### src/rtl/muldiv_alu.sv
// muldiv_alu: registered ALU with iterative radix-2 signed/unsigned multiply and divide
module muldiv_alu #(
    parameter int WIDTH = 32
) (
    input  logic             CLK,
    input  logic             nRST,
    input  logic             start,
    input  logic             flush,
    input  logic [3:0]       op,
    input  logic [WIDTH-1:0] port_a,
    input  logic [WIDTH-1:0] port_b,
    output logic             busy,
    output logic             done,
    output logic [WIDTH-1:0] result,
    output logic [WIDTH-1:0] hi,
    output logic [WIDTH-1:0] lo,
    output logic             negative,
    output logic             zero,
    output logic             overflow,
    output logic             div_by_zero
);
    localparam int SHW = $clog2(WIDTH);

    typedef enum logic [1:0] {IDLE, ITER, FIXUP} state_t;

    state_t             state;
    logic [SHW-1:0]     cnt;
    logic [2*WIDTH-1:0] p;
    logic [WIDTH-1:0]   mb;
    logic               sa, sb, is_div;

    logic               is_md, sgn_op;
    logic [WIDTH-1:0]   sum, diff, alu_res, a_abs, b_abs;
    logic               alu_ovf;
    logic [WIDTH:0]     mul_sum, div_sh;
    logic               div_ge, dbz;
    logic [WIDTH-1:0]   div_rem, quot, rem, fix_hi, fix_lo;
    logic [2*WIDTH-1:0] p_next, prod;

    // single-cycle ALU result and signed-overflow detection
    always_comb begin
        sum     = port_a + port_b;
        diff    = port_a - port_b;
        alu_res = '0;
        case (op)
            4'd0:    alu_res = port_b << port_a[SHW-1:0];
            4'd1:    alu_res = port_b >> port_a[SHW-1:0];
            4'd2:    alu_res = sum;
            4'd3:    alu_res = diff;
            4'd4:    alu_res = port_a & port_b;
            4'd5:    alu_res = port_a | port_b;
            4'd6:    alu_res = port_a ^ port_b;
            4'd7:    alu_res = ~(port_a | port_b);
            4'd8:    alu_res = {{(WIDTH-1){1'b0}}, $signed(port_a) < $signed(port_b)};
            4'd9:    alu_res = {{(WIDTH-1){1'b0}}, port_a < port_b};
            default: alu_res = '0;
        endcase
        alu_ovf = (op == 4'd2) ? (port_a[WIDTH-1] == port_b[WIDTH-1]) && (sum[WIDTH-1] != port_a[WIDTH-1]) :
                  (op == 4'd3) ? (port_a[WIDTH-1] != port_b[WIDTH-1]) && (diff[WIDTH-1] != port_a[WIDTH-1]) : 1'b0;
    end

    // operand conditioning, one mul/div iteration step and final sign correction
    always_comb begin
        is_md   = (op >= 4'd10) && (op <= 4'd13);
        sgn_op  = ~op[0];
        a_abs   = (sgn_op && port_a[WIDTH-1]) ? -port_a : port_a;
        b_abs   = (sgn_op && port_b[WIDTH-1]) ? -port_b : port_b;
        mul_sum = {1'b0, p[2*WIDTH-1:WIDTH]} + (p[0] ? {1'b0, mb} : '0);
        div_sh  = {p[2*WIDTH-1:WIDTH], p[WIDTH-1]};
        div_ge  = div_sh >= {1'b0, mb};
        div_rem = div_ge ? div_sh[WIDTH-1:0] - mb : div_sh[WIDTH-1:0];
        p_next  = is_div ? {div_rem, p[WIDTH-2:0], div_ge} : {mul_sum, p[WIDTH-1:1]};
        prod    = (sa ^ sb) ? -p : p;
        quot    = (sa ^ sb) ? -p[WIDTH-1:0] : p[WIDTH-1:0];
        rem     = sa ? -p[2*WIDTH-1:WIDTH] : p[2*WIDTH-1:WIDTH];
        dbz     = is_div && (mb == '0);
        fix_hi  = is_div ? rem : prod[2*WIDTH-1:WIDTH];
        fix_lo  = is_div ? (dbz ? '1 : quot) : prod[WIDTH-1:0];
    end

    // control FSM with registered outputs; flush aborts an in-flight mul/div silently
    always_ff @(posedge CLK or negedge nRST) begin
        if (!nRST) begin
            state       <= IDLE;
            cnt         <= '0;
            p           <= '0;
            mb          <= '0;
            sa          <= 1'b0;
            sb          <= 1'b0;
            is_div      <= 1'b0;
            busy        <= 1'b0;
            done        <= 1'b0;
            result      <= '0;
            hi          <= '0;
            lo          <= '0;
            negative    <= 1'b0;
            zero        <= 1'b0;
            overflow    <= 1'b0;
            div_by_zero <= 1'b0;
        end else begin
            done <= 1'b0;
            case (state)
                IDLE: begin
                    if (start && is_md) begin
                        state  <= ITER;
                        busy   <= 1'b1;
                        cnt    <= '0;
                        is_div <= op[2];
                        sa     <= sgn_op & port_a[WIDTH-1];
                        sb     <= sgn_op & port_b[WIDTH-1];
                        p      <= {{WIDTH{1'b0}}, a_abs};
                        mb     <= b_abs;
                    end else if (start) begin
                        result   <= alu_res;
                        negative <= alu_res[WIDTH-1];
                        zero     <= alu_res == '0;
                        overflow <= alu_ovf;
                        done     <= 1'b1;
                    end
                end
                ITER: begin
                    if (flush) begin
                        state <= IDLE;
                        busy  <= 1'b0;
                    end else begin
                        p   <= p_next;
                        cnt <= cnt + 1'b1;
                        if (cnt == SHW'(WIDTH-1)) state <= FIXUP;
                    end
                end
                FIXUP: begin
                    state <= IDLE;
                    busy  <= 1'b0;
                    if (!flush) begin
                        hi       <= fix_hi;
                        lo       <= fix_lo;
                        result   <= fix_lo;
                        negative <= fix_lo[WIDTH-1];
                        zero     <= fix_lo == '0;
                        overflow <= 1'b0;
                        done     <= 1'b1;
                        if (is_div) div_by_zero <= dbz;
                    end
                end
                default: state <= IDLE;
            endcase
        end
    end
endmodule

### config.mk
export PLATFORM = sky130hd
export DESIGN_NAME = muldiv_alu
export DESIGN_NICKNAME = d
export VERILOG_FILES = /design/src/rtl/muldiv_alu.sv
export SDC_FILE = /design/constraint.sdc
export NUM_CORES = 1
export LEC_CHECK = 0
export BUFFER_PORTS_ARGS = -buffer_cell sky130_fd_sc_hd__buf_2
export CAP_MARGIN = 20
export CORE_ASPECT_RATIO = 1.25
export CORE_MARGIN = 3
export CORE_UTILIZATION = 30
export CTS_BUF_LIST = sky130_fd_sc_hd__clkbuf_4
export CTS_CLUSTER_SIZE = 12
export DETAILED_ROUTE_END_ITERATION = 6
export RECOVER_POWER = 25
export SETUP_SLACK_MARGIN = 0.1
export SLEW_MARGIN = 20
export SYNTH_ARGS = -nofsm -noshare
export SYNTH_HDL_FRONTEND = slang
export SYNTH_SLANG_ARGS = --single-unit
### constraint.sdc
create_clock -name CLK -period 4.98 [get_ports CLK]
set_clock_uncertainty 0.1 [all_clocks]
set_input_delay 0.996 -clock CLK [delete_from_list [all_inputs] [get_ports CLK]]
set_output_delay 0.996 -clock CLK [all_outputs]
set_load 0.05 [all_outputs]
# Word level (Yosys, flattened, before mapping)
# Index checks and enable logic that the tools add are counted.
# totals
register_bits	208
input_bits	72
out_inout_bits	102
elab_cells	134
# classes
add_sub_neg	10
n_lt_le_gt_ge	5
n_eq_ne	23
shift	2
mux	47
bitwise_logic	9
n_reduce_logical	22
# op_table
op	n
two-way mux 32 bit	12
one-hot mux 32 bit (10 select lines)	1
two-way mux 64 bit	4
negation 32 bit	4
one-hot mux 64 bit (2 select lines)	1
zero test 32 bit	3
less-than comparator 32 bit	2
negation 64 bit	1
one-hot mux 32 bit (2 select lines)	1
subtractor 32 bit	2
adder 32 x 32 -> 33 bit	1
greater-or-equal comparator 33 x 32 -> 1 bit	1
adder 32 bit	1
AND 32 bit	1
inverter 32 bit	1
bitwise OR 32 bit	1
left shift 32 x 5 -> 32 bit	1
>> shifter 32 x 5 -> 32 bit	1
XOR 32 bit	1
equality test 4 x 3 -> 1 bit, second input constant	4
two-way mux 1 bit	16
!= test 2 bit, second input constant	6
two-way mux 5 bit	2
one-hot mux 5 bit (2 select lines)	1
27 further kinds	49

# Depth between registers and ports, before layout
# Gate-level depths: netlist of the first run.
# depth
word_depth	8
ltp_mapped	18
depth_no_buf	16

# Worst setup path after synthesis of the first run
# No wires, ideal clock.
# synth_path
path_type	input -> register
start	input port port_a[1]
end	register result[31]
arrival_time_ns	5.073
required_ns	4.754
setup_slack_ns	-0.319
stages	18
cell_sequence	buf_2 -> inv_2 -> buf_2 -> buf_2 -> buf_1 -> ha_1 -> or2_2 -> a211oi_2 -> o211ai_1 -> o311a_1 -> o31a_1 -> nor2_1 -> a221oi_1 -> o211ai_1 -> o21ai_1 -> xnor2_1 -> o221ai_1 -> a221o_1
# synth_via
elab_chain_cells	5
word_cells_on_any_way	8
cone_classes	add/sub: 2; shift: 2; mux: 4
# synth_lines
element	line_no	text
start, declared	10	input logic [WIDTH-1:0] port_a,
subtractor 32 bit (tied with other cells)	43	diff = port_a - port_b;
one-hot mux 32 bit (10 select lines) (*)	45	case (op)
two-way mux 32 bit (*)	113	end else if (start) begin
two-way mux 32 bit (*)	104	if (start && is_md) begin
one-hot mux 32 bit (2 select lines) (*)	102	case (state)
end signal, assigned	114	result <= alu_res;
end signal, assigned	137	result <= fix_lo;
end, declared	14	output logic [WIDTH-1:0] result,
# Every way passes the cells marked *; elsewhere a longest branch is shown, timed or not. The select of a mux whose other input is x is not followed.
# A chain may end at the register's enable or synchronous reset.

# Worst setup path in the final report of the first run
# layout_path
start	input port port_a[1]
end	register zero
# layout_via
elab_chain_cells	7
word_cells_on_any_way	15
cone_classes	add/sub: 2; order compare: 2; shift: 2; mux: 4; bitwise: 4; reduce/logical: 1
# layout_lines
element	line_no	text
parallel branches: the longest is 2 deep, another holds subtractor 32 bit	-	
one-hot mux 32 bit (10 select lines) (*)	45	
zero test 32 bit (*)	116	zero <= alu_res == '0;
two-way mux 1 bit (*)	113	
two-way mux 1 bit (*)	104	
one-hot mux 1 bit (2 select lines) (*)	102	
end signal, assigned	97	zero <= 1'b0;
end signal, assigned	116	
end signal, assigned	139	zero <= fix_lo == '0;
end, declared	18	output logic zero,
# Every way passes the cells marked *. The select of a mux whose other input is x is not followed.

==> summary.md, run 1 <==
| Metric | Value |
|---|---|
| Global-route wire length before repair | around 180,000 µm |
| Post-synthesis mux area share | under 10% |
| Post-Syn Instances | about 3,300 |
| Initial antenna violation count | 15 |
| Psw | 7.04 mW |
| Bufs on Longest Clock Path | 3 |
| Leak Pwr | between 10 and 15 nW |
| Req. time, crit path | 5550 ps |
| Largest cells by area after synthesis | dfrtp_1 21%, ha_1 9.4%, o21ai_0 6.9%, nand2_1 6.0%, xnor2_1 4.8% |
| RSZ-0062 raised after global routing | no |
| Slew Limit Fails | between 150 and 200 |
| Setup TNS | 0 ps |
| Synth unique cells | 99 |
| Area occupied by multi-input gates | 18,200 µm² |
| Slew @ Worst Pin | roughly 2500 ps |
| Power Density | between 400 and 500 nW/µm² |
| Placer congestion estimate | ~1.0 |
| Final instance area | roughly 30,000 µm² |
| DP Area | between 20,000 and 30,000 µm² |
| Total CTS buffers | 52 |
| Clk slew on worst S/H paths | around 80 ps |
| Hold depth | 2 |
| Failing checks | capacitance limit, slew limit |
| H-tree Lvls | 2 |
| Initial Utilization | roughly 30% |
| Post-Synth XOR/XNOR Area | under 10% |
| CTS tree | done |
| Setup crit end kind | register |
| Dominant synthesized flop cell | dfrtp_1 |
| Synth Area per Inst | ~7.6 µm² |
| Fill count | 8,666 |
| Final-report hold violation count | 0 |
| Overall Power | between 10 and 15 mW |
| Area fraction in compound gates after synthesis | between 20% and 30% |
| Relative slew margins | -66.8% |
| Hold Crit Class | register to register |
| Pre-antenna DRT Iters | 6 |
| Commonest cells after routing, fill and taps aside | 421 x buf_4, 396 x nand2_1, 343 x o21ai_0, 314 x nor2_1, 225 x a21oi_1 |
| Largest family of logic cells by synthesized area | compound AO/OA/AOI/OAI gates |
| Data arrival time of the worst path | 5090 ps |
| Via count | approximately 28,000 |
| Ys async rst share | 100% |
| Yosys warns | 0 |
| Adder-Cell Fraction of Synth Area | about a tenth |
| GRT Overall Usage | between 20% and 30% |
| Period minus WS final | 4520 ps |
| Die area | ~86,000 µm² |
| Initial DRC count | roughly 2,900 |
| Mapped Nets | 3,554 |
| Max Cap Viol | 2 |
| Postcts setup bufs | 0 |
| Post-synth top area share | a little over a fifth |
| Die Height | 328 µm |
| Clock network power share | between 10% and 20% |
| Cell depth of the worst flop-to-flop path | 16 |
| Comb power frac | between 60 and 70% |
| Yosys top cell by area | dfrtp_1 |
| Synth Area in Simple Gates | approximately 20% |
| R2R Setup Slk | 690 ps |
| Row Count | 117 |
| Largest net degree at the start of global routing | around 130 |
| Crit Path Category | input port to register |
| Post-layout net count | around 4,000 |
| Commonest non-fill, non-tap cell in the layout | buf_4 |
| Avg WL per Cell | between 20 and 30 µm |
| Worst VDD drop | between 0.2 and 0.25 mV |
| DP Wirelength | a little over 100,000 µm |
| Sw Share | between 50% and 60% |
| Clk Latency, worst-skew pair | 760 ps |
| DRT antenna net count | 0 |
| I/O pin count | roughly 170 |
| Crit Path Max Fanout | 4 |
| Drt total wl | about 120,000 µm |
| Area Growth Syn to Fin | 21.4% |
| EDFF count, synth | 0 |
| Cts repair resizes | 0 |
| Area occupied by registers | 5180 µm² |
| F_max | ~220 MHz |
| Sequential area share after synthesis | approximately a fifth |
| I/O Buffers | roughly 170 |
| Share of layout cells above drive strength 1 | 21.4% |
| Final setup fails | 0 |
| Period utilization | between 90% and 100% |
| Register bit total from synthesis | ~210 |
| Post-route DRC | 0 |
| Die W | between 200 and 300 µm |
| Grt ovf | 0 |
| Root Buffer | clkbuf_4 |
| Startpoint type of the worst setup path | input port |
| Vias in the first global route | between 20,000 and 30,000 |
| Cell Area, Synth | roughly 25,000 µm² |
| Via density | between 5 and 6 |
| Reg power frac | between 20% and 30% |
| Cell internal pwr | between 6 and 7 mW |
| Sink Count | between 200 and 250 |
| Outcome | complete, but fails checks |
| Core Footprint | slightly above 80,000 µm² |
| Hold Buf Count CTS | 0 |
registers in the layout, summed over array words and instances, names as in the netlist, 2 cells and up:
name / flops
cnt: 5
hi: 32
lo: 32
mb: 32
p: 64
result: 32
state: 2
path summary, 6_finish.rpt:
check,startpoint,to
worst max-delay path,port_a[1],zero$_DFFE_PN0P_
worst min-delay path,hi[27]$_DFFE_PN0P_,hi[27]$_DFFE_PN0P_
worst max register to register,p[0]$_DFFE_PN0P_,p[61]$_DFFE_PN0P_
worst min register to register,hi[27]$_DFFE_PN0P_,hi[27]$_DFFE_PN0P_
max in group asynchronous,nRST,p[0]$_DFFE_PN0P_
min in group asynchronous,nRST,p[59]$_DFFE_PN0P_
area by class of cell:
type / count / area share, %
inverter: 157 / 1.95
sequential: 207 / 17.2
timing repair buffer: 601 / 13.8
tap: 1071 / 4.44
clock inverter: 22 / 0.398
antenna: 7 / 0.0580
multi-input combinational: 2707 / 60.3
clock buffer: 74 / 1.84
through the flow:
| stage | instances | util [%] | setup slack [ps] | hold WS (ps) |
|---|---|---|---|---|
| floorplan | 3292 | - | 120 | 350 |
| global route | 4840 | 36.9 | 333 | 397 |
| CTS | 4839 | 36.9 | 562 | 167 |
| global placement | 4743 | 36.1 | -261 | 352 |
| finish | 4846 | 36.9 | 463 | 373 |
| detailed placement | 4743 | 36.1 | -219 | 364 |
critical path, cell delays in order:
cell	delay [ps]
buf_2	120
inv_2	70
buf_4	150
fa_1	440
nand2b_1	190
a211oi_1	330
buf_4	200
o221a_2	230
buf_4	130
a21o_1	110
a2111oi_0	110
nor4_1	410
buf_4	210
o211ai_1	110
nor4_2	290
nand4_1	160
nor4_1	370
buf_4	170
nand4_1	110
o31ai_2	180
synth_stat cells, types with 34 or more instances:
library cell / n
a211oi_1: 37
a21o_1: 51
a21oi_1: 225
clkbuf_1: 167
dfrtp_1: 207
ha_1: 186
inv_1: 154
mux2i_1: 86
mux4_2: 40
nand2_1: 396
nand2b_1: 49
nand3_1: 52
nor2_1: 315
nor3_1: 91
nor4_1: 34
o211ai_1: 58
o21ai_0: 343
xnor2_1: 137
xor2_1: 61
layer usage:
layer  GRT usage [%]  vias up  share of wire (%)
li1                -    12850                  -
met2            45.5     1413                 46
met4            19.2        8                7.9
met5               0        -              0.042
met3            4.11      397                7.7
met1            33.1    13501                 38
power by group through the flow:
stage          registers, mW  logic [mW]  clock network, mW
2_1_floorplan           2.89        5.79                  0
3_3_place_gp            2.89        8.66                  0
3_5_place_dp            2.91        8.70                  0
4_1_cts                 2.87        8.74               1.56
5_1_grt                 2.96        9.65               1.63
6_report                2.89        8.85               1.51
kinds of logic after synthesis:
family,after synthesis
multiplexers,167
buffers and inverters,378
flip-flops,207
adder cells (fa/ha/maj),190
AO/OA/AOI/OAI,1051
XOR/XNOR,198
AND/OR/NAND/NOR,1101
No activity file was read; power rests on OpenSTA's default activity.
==> inputs of run 2 (changes only) <==
==> constraint.sdc (replaced) <==
create_clock -name CLK -period 4 [get_ports CLK]
set_clock_uncertainty 0.1 [all_clocks]
set_input_delay 0.8 -clock CLK [delete_from_list [all_inputs] [get_ports CLK]]
set_output_delay 0.8 -clock CLK [all_outputs]
set_load 0.05 [all_outputs]
==> summary.md, run 2 (same netlist as run 1, synthesis figures left out) <==
| Metric | Value |
|---|---|
| Vias in the first global route | 28,196 |
| Commonest non-fill, non-tap cell in the layout | buf_4 |
| Total CTS buffers | between 50 and 60 |
| Crit Path Category | input port to register |
| Commonest cells after routing, fill and taps aside | 727 x buf_4, 395 x nand2_1, 339 x o21ai_0, 308 x nor2_1, 216 x a21oi_1 |
| Slew @ Worst Pin | 2270 ps |
| Leak Pwr | between 15 and 20 nW |
| Avg WL per Cell | between 20 and 30 µm |
| Req. time, crit path | approximately 4600 ps |
| Bufs on Longest Clock Path | 3 |
| H-tree Lvls | 2 |
| Final-report hold violation count | 0 |
| Max Cap Viol | 1 |
| Sink Count | roughly 210 |
| Setup crit end kind | register |
| Power Density | roughly 530 nW/µm² |
| Via count | 29,396 |
| DRT antenna net count | 0 |
| Hold Crit Class | input port to register |
| Initial DRC count | between 2,000 and 3,000 |
| Global-route wire length before repair | around 190,000 µm |
| Die W | about 260 µm |
| Failing checks | capacitance limit, slew limit |
| Fill count | between 8,000 and 9,000 |
| Root Buffer | clkbuf_4 |
| Top reg by flops | p |
| RSZ-0062 raised after global routing | yes |
| Die area | 86,400 µm² |
| GRT Overall Usage | 28.9% |
| Area occupied by multi-input gates | approximately 19,000 µm² |
| Core Footprint | between 80,000 and 90,000 µm² |
| Drt total wl | between 100,000 and 150,000 µm |
| Initial Utilization | a little under a third |
| I/O pin count | roughly 170 |
| Period utilization | between 90 and 100% |
| Worst VDD drop | slightly below 0.3 mV |
| Worst slack at placement | -1050 ps |
| Area Growth Syn to Fin | 34.8% |
| Via density | 5.68 |
| Post-route DRC | 0 |
| Worst setup margin | just over 10 ps |
| Grt ovf | 0 |
| Final setup fails | 0 |
| Clk Latency, worst-skew pair | 740 ps |
| Placer congestion estimate | approximately 1.1 |
| Data arrival time of the worst path | around 4500 ps |
| F_max | 251 MHz |
| Crit Path Max Fanout | 8 |
| Clk slew on worst S/H paths | approximately 70 ps |
| Share of layout cells above drive strength 1 | ~29% |
| Period minus WS final | between 3000 and 4000 ps |
| Die Height | 328 µm |
| Outcome | complete, but fails checks |
| Relative slew margins | -51.2% |
| Area occupied by registers | between 5000 and 6000 µm² |
| Max reg flops | 64 |
| DP Wirelength | 108,000 µm |
| Slew Limit Fails | 82 |
| Initial antenna violation count | 6 |
| Finished Core Util | approximately 41% |
| Row Count | ~120 |
| I/O Buffers | between 150 and 200 |
| Largest net degree at the start of global routing | ~130 |
| Post-layout net count | around 4,300 |
| Startpoint type of the worst setup path | input port |
| Pre-antenna DRT Iters | 5 |
| CTS tree | done |
-- run 2: cell types whose count changed in the layout (fill, tap and decap cells not counted), sizes merged --
cell / delta
clkbuf: +8
inv: -2
buf: +328
bufinv: +3
clkinv: -4
dlygate4sd3: +1
clkinvlp: -1
diode: -2
-- run 2: area by class of cell --
type	instances	share of cell area, %
multi-input cells	2707	55.7
diodes	5	0.0373
well taps	1071	4.00
clock buffers	80	1.79
flip-flops and latches	207	15.5
repair buffers	932	20.7
inverters	157	1.80
clock inverters	18	0.523
-- run 2: path summary, 6_finish.rpt --
path | start | end | slack [ps] | cells after the start
min in group asynchronous | nRST | p[56]$_DFFE_PN0P_ | 1190 | 2
max in group asynchronous | nRST | lo[17]$_DFFE_PN0P_ | 690 | 3
setup reg to reg | p[32]$_DFFE_PN0P_ | hi[26]$_DFFE_PN0P_ | 180 | 13
hold reg to reg | lo[28]$_DFFE_PN0P_ | lo[28]$_DFFE_PN0P_ | 370 | 2
hold / removal | start | done$_DFF_PN0_ | 370 | 3
setup / recovery | port_b[4] | zero$_DFFE_PN0P_ | 10 | 19
-- run 2: where the power goes --
group | switching, mW | total [mW] | leakage (nW) | internal, mW
Clock | 0.980 | 2.15 | 0.451 | 1.17
Combinational | 7.36 | 12.2 | 12.7 | 4.84
Sequential | 0.830 | 3.50 | 2.73 | 2.66
-- run 2: worst max-delay path, stage by stage --
cell and delay (ps):
buf_2 110, buf_4 170, buf_4 170, ha_1 210, or3_1 390, a21oi_2 310, o21bai_1 220, buf_4 180
mux2i_1 140, nand3_1 90, buf_4 180, nor4_2 150, nand4_1 210, nor4_2 360, nand4_1 170, nor4_2 170
buf_4 160, nand4_1 100, o31ai_2 220
-- run 2: what timing repair did --
action / 4_1_cts / 5_1_grt
endpoints found under the hold margin: 64 / 0
setup buffers: 1 / 16
cloned: 0 / 2
pin swaps: 6 / 33
hold buffers: 1 / 0
endpoints found under the setup margin: 9 / 48
gates resized for setup: 22 / 84
-- run 2: per-layer routing --
metal	part of all wire (%)	routed length (µm)	up-vias	GRT usage, %
li1	-	-	13521	-
met1	38	49500	14064	33.3
met2	46	61000	1394	48.9
met3	7.3	9590	415	4.91
met4	8.6	11400	2	20.1
met5	0.0099	13	-	0
-- run 2: per-stage QoR --
stage	TNS (ps)	power, mW	cells	hold WS (ps)	instance area, µm²
6_report	0	17.8	5177	367	33500
3_5_place_dp	-10960	15.0	5053	360	32100
4_1_cts	0	17.3	5153	320	33000
3_3_place_gp	-10370	14.9	5053	355	32100
2_1_floorplan	-346	10.8	3292	350	25100
5_1_grt	-58.0	19.0	5173	367	33500
